<file path="src/rtl/sid_pkg.sv">
// sid_pkg -- shared constants and types for the SID register file.
// Register map addresses, register-file shapes and small address classifiers
// used by sid_regs and sid_bus_latch.
package sid_pkg;

  localparam int SID_DATA_W         = 8;
  localparam int SID_ADDR_W         = 5;
  localparam int SID_NUM_REGS       = 25;  // 0x00..0x18 are storage registers
  localparam int SID_NUM_VOICE_REGS = 21;  // 0x00..0x14 are the three voices
  localparam int SID_VOICE_W        = SID_NUM_VOICE_REGS * SID_DATA_W;

  localparam logic [SID_ADDR_W-1:0] SID_FC_LO    = 5'h15;
  localparam logic [SID_ADDR_W-1:0] SID_FC_HI    = 5'h16;
  localparam logic [SID_ADDR_W-1:0] SID_RES_FILT = 5'h17;
  localparam logic [SID_ADDR_W-1:0] SID_MODE_VOL = 5'h18;
  localparam logic [SID_ADDR_W-1:0] SID_POTX     = 5'h19;
  localparam logic [SID_ADDR_W-1:0] SID_POTY     = 5'h1A;
  localparam logic [SID_ADDR_W-1:0] SID_OSC3     = 5'h1B;
  localparam logic [SID_ADDR_W-1:0] SID_ENV3     = 5'h1C;

  typedef logic [SID_NUM_VOICE_REGS-1:0][SID_DATA_W-1:0] voice_regs_t;
  typedef logic [SID_NUM_REGS-1:0][SID_DATA_W-1:0]       reg_file_t;

  // True for the four filter/volume registers that trigger filt_update.
  function automatic logic is_filt_addr(input logic [SID_ADDR_W-1:0] a);
    return (a >= SID_FC_LO) && (a <= SID_MODE_VOL);
  endfunction

  // True for addresses backed by a storage register.
  function automatic logic is_storage_addr(input logic [SID_ADDR_W-1:0] a);
    return a <= SID_MODE_VOL;
  endfunction

endpackage

</file>
<file path="src/rtl/sid_bus_latch.sv">
// sid_bus_latch -- data bus latch of the SID.
// Captures every CPU write regardless of address; reads of write-only
// registers return this value. With SID_BUS_DECAY_EN defined, the latched
// value decays to 0x00 DECAY_TICKS ce_1m ticks after the last write.
module sid_bus_latch
  import sid_pkg::*;
#(
  parameter int DECAY_TICKS = 8192
) (
  input  logic                  clk,
  input  logic                  rst,
  input  logic                  ce_1m,
  input  logic                  wr_req,
  input  logic [SID_DATA_W-1:0] data_in,
  output logic [SID_DATA_W-1:0] latch_o
);

  logic                  wr_en;
  logic [SID_DATA_W-1:0] latch_q, latch_d;

  assign wr_en = ce_1m & wr_req;

`ifdef SID_BUS_DECAY_EN
  localparam logic [15:0] DECAY_RELOAD = 16'(DECAY_TICKS);

  logic [15:0] decay_q, decay_d;

  // Reload on write; count down per tick and clear the latch on the last one.
  always_comb begin
    latch_d = latch_q;
    decay_d = decay_q;
    if (wr_en) begin
      latch_d = data_in;
      decay_d = DECAY_RELOAD;
    end else if (ce_1m && (decay_q != 16'd0)) begin
      decay_d = decay_q - 16'd1;
      if (decay_q == 16'd1) begin
        latch_d = '0;
      end
    end
  end

  // Latch and decay counter state.
  always_ff @(posedge clk or posedge rst) begin
    if (rst) begin
      latch_q <= '0;
      decay_q <= '0;
    end else begin
      latch_q <= latch_d;
      decay_q <= decay_d;
    end
  end
`else
  // Decay length is meaningless without the decay counter; fold it into a sink.
  logic unused_decay_cfg;
  assign unused_decay_cfg = ^16'(DECAY_TICKS);

  // Latch simply follows the last written value.
  always_comb begin
    latch_d = latch_q;
    if (wr_en) begin
      latch_d = data_in;
    end
  end

  // Latch state.
  always_ff @(posedge clk or posedge rst) begin
    if (rst) begin
      latch_q <= '0;
    end else begin
      latch_q <= latch_d;
    end
  end
`endif

  assign latch_o = latch_q;

endmodule

</file>
<file path="src/rtl/sid_regs.sv">
// sid_regs -- SID register file, CPU bus interface and sample tick generator.
// Holds registers 0x00..0x18, returns read-only sources for 0x19..0x1C and
// the bus latch for every other read, pulses filt_update after filter writes
// and sample_valid every SAMPLE_DIV ce_1m ticks.
// Optional feature: define SID_BUS_DECAY_EN to enable bus latch decay.
module sid_regs
  import sid_pkg::*;
#(
  parameter int SAMPLE_DIV  = 32,
  parameter int DECAY_TICKS = 8192
) (
  input  logic                   clk,
  input  logic                   rst,
  input  logic                   ce_1m,
  input  logic                   cs,
  input  logic                   we,
  input  logic [SID_ADDR_W-1:0]  addr,
  input  logic [SID_DATA_W-1:0]  data_in,
  output logic [SID_DATA_W-1:0]  data_out,
  input  logic [SID_DATA_W-1:0]  pot_x,
  input  logic [SID_DATA_W-1:0]  pot_y,
  input  logic [SID_DATA_W-1:0]  osc3,
  input  logic [SID_DATA_W-1:0]  env3,
  output logic [SID_VOICE_W-1:0] voice_regs,
  output logic [SID_DATA_W-1:0]  Fc_lo,
  output logic [SID_DATA_W-1:0]  Fc_hi,
  output logic [SID_DATA_W-1:0]  Res_Filt,
  output logic [SID_DATA_W-1:0]  Mode_Vol,
  output logic                   filt_update,
  output logic                   sample_valid
);

  localparam logic [7:0] DIV_LAST = 8'(SAMPLE_DIV - 1);

  logic                  wr_en, rd_en;
  logic [SID_DATA_W-1:0] bus_latch;

  reg_file_t             regs_q, regs_d;
  logic [SID_DATA_W-1:0] data_out_q, data_out_d;
  logic                  filt_update_q, filt_update_d;
  logic [7:0]            tick_q, tick_d;
  logic                  sample_valid_q, sample_valid_d;

  assign wr_en = ce_1m & cs & we;
  assign rd_en = ce_1m & cs & ~we;

  sid_bus_latch #(
    .DECAY_TICKS (DECAY_TICKS)
  ) u_bus_latch (
    .clk     (clk),
    .rst     (rst),
    .ce_1m   (ce_1m),
    .wr_req  (cs & we),
    .data_in (data_in),
    .latch_o (bus_latch)
  );

  // Register file write: only storage addresses keep the data.
  always_comb begin
    regs_d = regs_q;
    if (wr_en && is_storage_addr(addr)) begin
      regs_d[addr] = data_in;
    end
  end

  // Read mux: read-only sources at 0x19..0x1C, the bus latch everywhere else.
  always_comb begin
    data_out_d = data_out_q;
    if (rd_en) begin
      unique case (addr)
        SID_POTX: data_out_d = pot_x;
        SID_POTY: data_out_d = pot_y;
        SID_OSC3: data_out_d = osc3;
        SID_ENV3: data_out_d = env3;
        default:  data_out_d = bus_latch;
      endcase
    end
  end

  // Filter-change strobe, raised for any write to the filter block.
  always_comb begin
    filt_update_d = wr_en && is_filt_addr(addr);
  end

  // Tick divider: counts ce_1m 0..SAMPLE_DIV-1 and flags the wrap tick.
  always_comb begin
    tick_d         = tick_q;
    sample_valid_d = 1'b0;
    if (ce_1m) begin
      if (tick_q == DIV_LAST) begin
        tick_d         = 8'd0;
        sample_valid_d = 1'b1;
      end else begin
        tick_d = tick_q + 8'd1;
      end
    end
  end

  // All block state, cleared immediately on reset.
  always_ff @(posedge clk or posedge rst) begin
    if (rst) begin
      regs_q         <= '0;
      data_out_q     <= '0;
      filt_update_q  <= 1'b0;
      tick_q         <= 8'd0;
      sample_valid_q <= 1'b0;
    end else begin
      regs_q         <= regs_d;
      data_out_q     <= data_out_d;
      filt_update_q  <= filt_update_d;
      tick_q         <= tick_d;
      sample_valid_q <= sample_valid_d;
    end
  end

  assign voice_regs   = regs_q[SID_NUM_VOICE_REGS-1:0];
  assign Fc_lo        = regs_q[SID_FC_LO];
  assign Fc_hi        = regs_q[SID_FC_HI];
  assign Res_Filt     = regs_q[SID_RES_FILT];
  assign Mode_Vol     = regs_q[SID_MODE_VOL];
  assign data_out     = data_out_q;
  assign filt_update  = filt_update_q;
  assign sample_valid = sample_valid_q;

endmodule

</file>
<file path="config.mk">
export PLATFORM = sky130hd
export DESIGN_NAME = sid_regs
export DESIGN_NICKNAME = d
export VERILOG_FILES = /design/src/rtl/sid_pkg.sv /design/src/rtl/sid_bus_latch.sv /design/src/rtl/sid_regs.sv
export SDC_FILE = /design/constraint.sdc
export NUM_CORES = 1
export LEC_CHECK = 0
export ABC_AREA = 1
export BUFFER_PORTS_ARGS = -buffer_cell sky130_fd_sc_hd__buf_2
export CAP_MARGIN = 10
export CORE_ASPECT_RATIO = 0.9
export CORE_MARGIN = 10
export CORE_UTILIZATION = 25
export DETAILED_ROUTE_END_ITERATION = 12
export PLACE_DENSITY_LB_ADDON = 0.1
export SYNTH_ARGS = -nofsm -noshare
export SYNTH_HDL_FRONTEND = slang
export SYNTH_HIERARCHICAL = 1
export SYNTH_SLANG_ARGS = --single-unit
export TNS_END_PERCENT = 5
</file>
<file path="constraint.sdc">
create_clock -name clk -period 10.9 [get_ports clk]
set_input_delay 0.545 -clock clk [delete_from_list [all_inputs] [get_ports clk]]
set_output_delay 0.545 -clock clk [all_outputs]
set_load 0.01 [all_outputs]
</file>
==> impl_results.md <==
- Initial Utilization: 0.254
- Worst-path clk slew: 0.06 ns
- ANT cells: 0
- Syn. warnings: 6
- Vias: 8,135
- Seq cells post-synth: 226
- Crit-path max FO: 24
- Worst endpoint required time: 11.35 ns
- Post-synthesis compound-gate area fraction: 0.0356
- Die Span X: 228 µm
- Port Buf Inserts: 259
- Netlist Area Pre-Place: 9730 µm²
- Worst setup startpoint: addr[4]
- Via/cell ratio: 4.31
- Slew HR: 0.327
- CP endpoint kind: flop
- Instance count on the critical path: 10
- Initial antenna violation count: 0
- Worst r2r dst: tick_q[7]
- Syn_area_per_cell: 8.85 µm²
- Achievable frequency: 469 MHz
- DRC errors left: 0
- Worst Reg-to-Reg Cells: 5
- Num ports: 260
- Hold Path Depth: 7
- Total power: 2.17 mW
- Post-synthesis simple-gate area fraction: 0.322
- Largest cells by area after synthesis: dfrtp_1 (58%), nand2_1 (17%), nand3_1 (9.6%)
- CTS max path bufs: 3
- Comb pwr share: 0.128
- Outcome: completed
- Max Cap Viol: 0
- Synthesis-to-finish area growth: 26.7%
- Avg WL per Cell: 20.1 µm
- Synth top area share: 0.581
- Switching share of power: 0.282
- TritonCTS clock tree: done
- Fin nets: 1,392
- Skew-Pair Late Insertion Delay: 0.56 ns
- Full die area: 47,200 µm²
- Most used cell, CP: nand2_1
- Post-detail-place hpwl: 25,200 µm
- Post-synthesis adder-cell area fraction: 0.00129
- Hold Path Class: in -> reg
- Worst vdd ir: 0.0000983 V
- Lkg Pwr: 7.19 nW
- RSZ-0062 raised after global routing: false
- R2R Setup Slk: 9.69 ns
- Final hold vios: 0
- Final period util: 0.196
- Die height: 207 µm
- Flop pwr share: 0.445
- Fin util: 0.321
- CP top delay family: simple AND/OR/NAND/NOR gates
- Vias in the first global route: 8,345
- TritonCTS buffer count: 27
- Critical path launch point type: input pin
- CP max stage delay: 0.76 ns
- # setup viols final: 0
- Final number of max-transition violations: 0
- TritonCTS Sinks: 226
- Slowest stage cell, crit path: nor2_2
- Syn Inst Count: 1,099
- GR Overflow Total: 0
- R2r startpoint: tick_q[2]
- Largest area contributor in the netlist: dfrtp_1
- Psw: 0.612 mW
- Layout cell share with drive strength beyond 1: 0.263
- GRT Util Overall: 0.156
- Largest net degree at the start of global routing: 77
- Synth unique cells: 30
- Worst-margin pin slew: 1.01 ns
- Largest family of logic cells by synthesized area: simple AND/OR/NAND/NOR gates
- Synth Area in XOR/XNOR: 0.00540
- Clock Skew: 0.0231 ns
- Min cycle time layout: 2.13 ns
- Htree depth: 1
- WL final: 37,800 µm
- Core Area: 38,400 µm²
- Crit path to: data_out[7]
- Sequential element share of the synthesized area: 0.581
- Non-Filler Instances: 1,887
- CP Class: in -> reg
- Mux share of post-synthesis cell area: 0
- DR pass1 iterations: 4
- Site Rows: 68
- Syn nets: 1,150
- Crit path cell chain: buf_2 -> nand2_1 -> nor2_2 -> nand2_1 -> nand2_1 -> nand2_1 -> inv_1 -> nand2_1 -> nand2_1 -> nand2_1
- First-pass GRT wire length: 57,400 µm
- Setup Total Neg Slack: 0 ns
- Placer Congestion: 0.723
- Pint: 1.56 mW
- Placed insts: 1,836
- Bufs and invs on worst path: 2
- Arr. time, crit path: 2.59 ns
- Clk pwr share: 0.427
- Clock root cell: clkbuf_16
- ANT nets after route: 0
- P per Cell Area: 176 nW/µm²
- Initial DRC count: 660
==> power groups by stage <==
| stage | combinational, mW | sequential [mW] | clock (mW) |
|---|---|---|---|
| floorplan | 0.128 | 0.999 | 0 |
| global placement | 0.285 | 0.984 | 0 |
| detailed placement | 0.288 | 0.983 | 0 |
| CTS | 0.289 | 0.969 | 0.953 |
| global route | 0.315 | 0.977 | 0.988 |
| finish | 0.278 | 0.968 | 0.927 |
==> layer usage <==
| metal | GRT usage | vias up | routed length, µm | share of wire |
|---|---|---|---|---|
| li1 | - | 4011 | - | - |
| met1 | 0.204 | 3910 | 17500 | 0.46 |
| met2 | 0.253 | 186 | 17500 | 0.46 |
| met3 | 0.0451 | 28 | 2310 | 0.061 |
| met4 | 0.0270 | 0 | 503 | 0.013 |
| met5 | 0 | - | 0 | 0 |
==> worst min path at each step <==
stage                             end      startpoint
2_1_floorplan  u_bus_latch/latch_o[0]             rst
3_3_place_gp              Res_Filt[4]     Res_Filt[4]
3_5_place_dp           voice_regs[80]  voice_regs[80]
4_1_cts                   data_out[5]        pot_y[5]
5_1_grt                   data_out[2]         osc3[2]
6_report                  data_out[5]        pot_y[5]
==> timing repair <==
action                                  CTS  global route
buffers inserted                          0             0
endpoints found under the setup margin    0             0
endpoints found under the hold margin     8             0
hold buffers                              1             0
gates resized for setup                   0             0
==> per-stage QoR <==
step           area, µm²  hold slack [ns]  setup slack, ns
6_report           12300            0.379             8.77
5_1_grt            12300            0.400             8.42
4_1_cts            12300            0.354             8.71
3_5_place_dp       11400            0.454             8.17
3_3_place_gp       11400            0.450             8.24
2_1_floorplan       9730            0.361             4.39
==> kinds of logic after synthesis <==
family	Yosys count
compound gates	59
buf+inv	104
simple gates	703
fa+ha+maj	1
flops	226
xor+xnor	6
==> synthesized netlist by cell type (all sizes together) <==
cell,number
o21ai,57
dfrtp,226
inv,46
ha,1
xor2,4
nand4,2
a21oi,1
nand2,458
clkbuf,21
buf,32
nand3,186
clkinv,5
nor2,48
nor3,1
xnor2,2
o21bai,1
nand3b,8
==> sequential cells by signal, indices dropped and copies added, names as in the netlist, 8 cells and up <==
register,flops
data_out,8
tick_q,8
Mode_Vol,8
Fc_lo,8
voice_regs,168
Res_Filt,8
Fc_hi,8
u_bus_latch/latch_o,8
==> worst reg2reg max path, cell delays in order (launching register included) <==
cell	delay [ns]
dfrtp_1	0.40
nand3_1	0.09
nor2_1	0.21
nand3_1	0.14
nor2_1	0.14
xor2_1	0.16
==> cells in the final DEF (no fill, tap or decap), drive strengths merged <==
master / instances
nand4: 2
o21ai: 57
dfrtp: 226
buf: 265
a21oi: 1
xnor2: 2
nand3: 186
clkbuf: 40
nor2: 48
nand3b: 8
bufinv: 2
nand2: 458
xor2: 4
o21bai: 1
inv: 47
nor3: 1
dlygate4sd3: 1
clkinv: 12
ha: 1
==> cell type report <==
cell class / instances / area, µm²
sequential: 226 / 5660
multi-input combinational: 769 / 3550
inverter: 51 / 206
clock buffer: 40 / 795
tap: 525 / 657
clock inverter: 10 / 104
timing repair buffer: 266 / 1350
fill: 4135 / 26000
(Power assumes the default switching activity.)
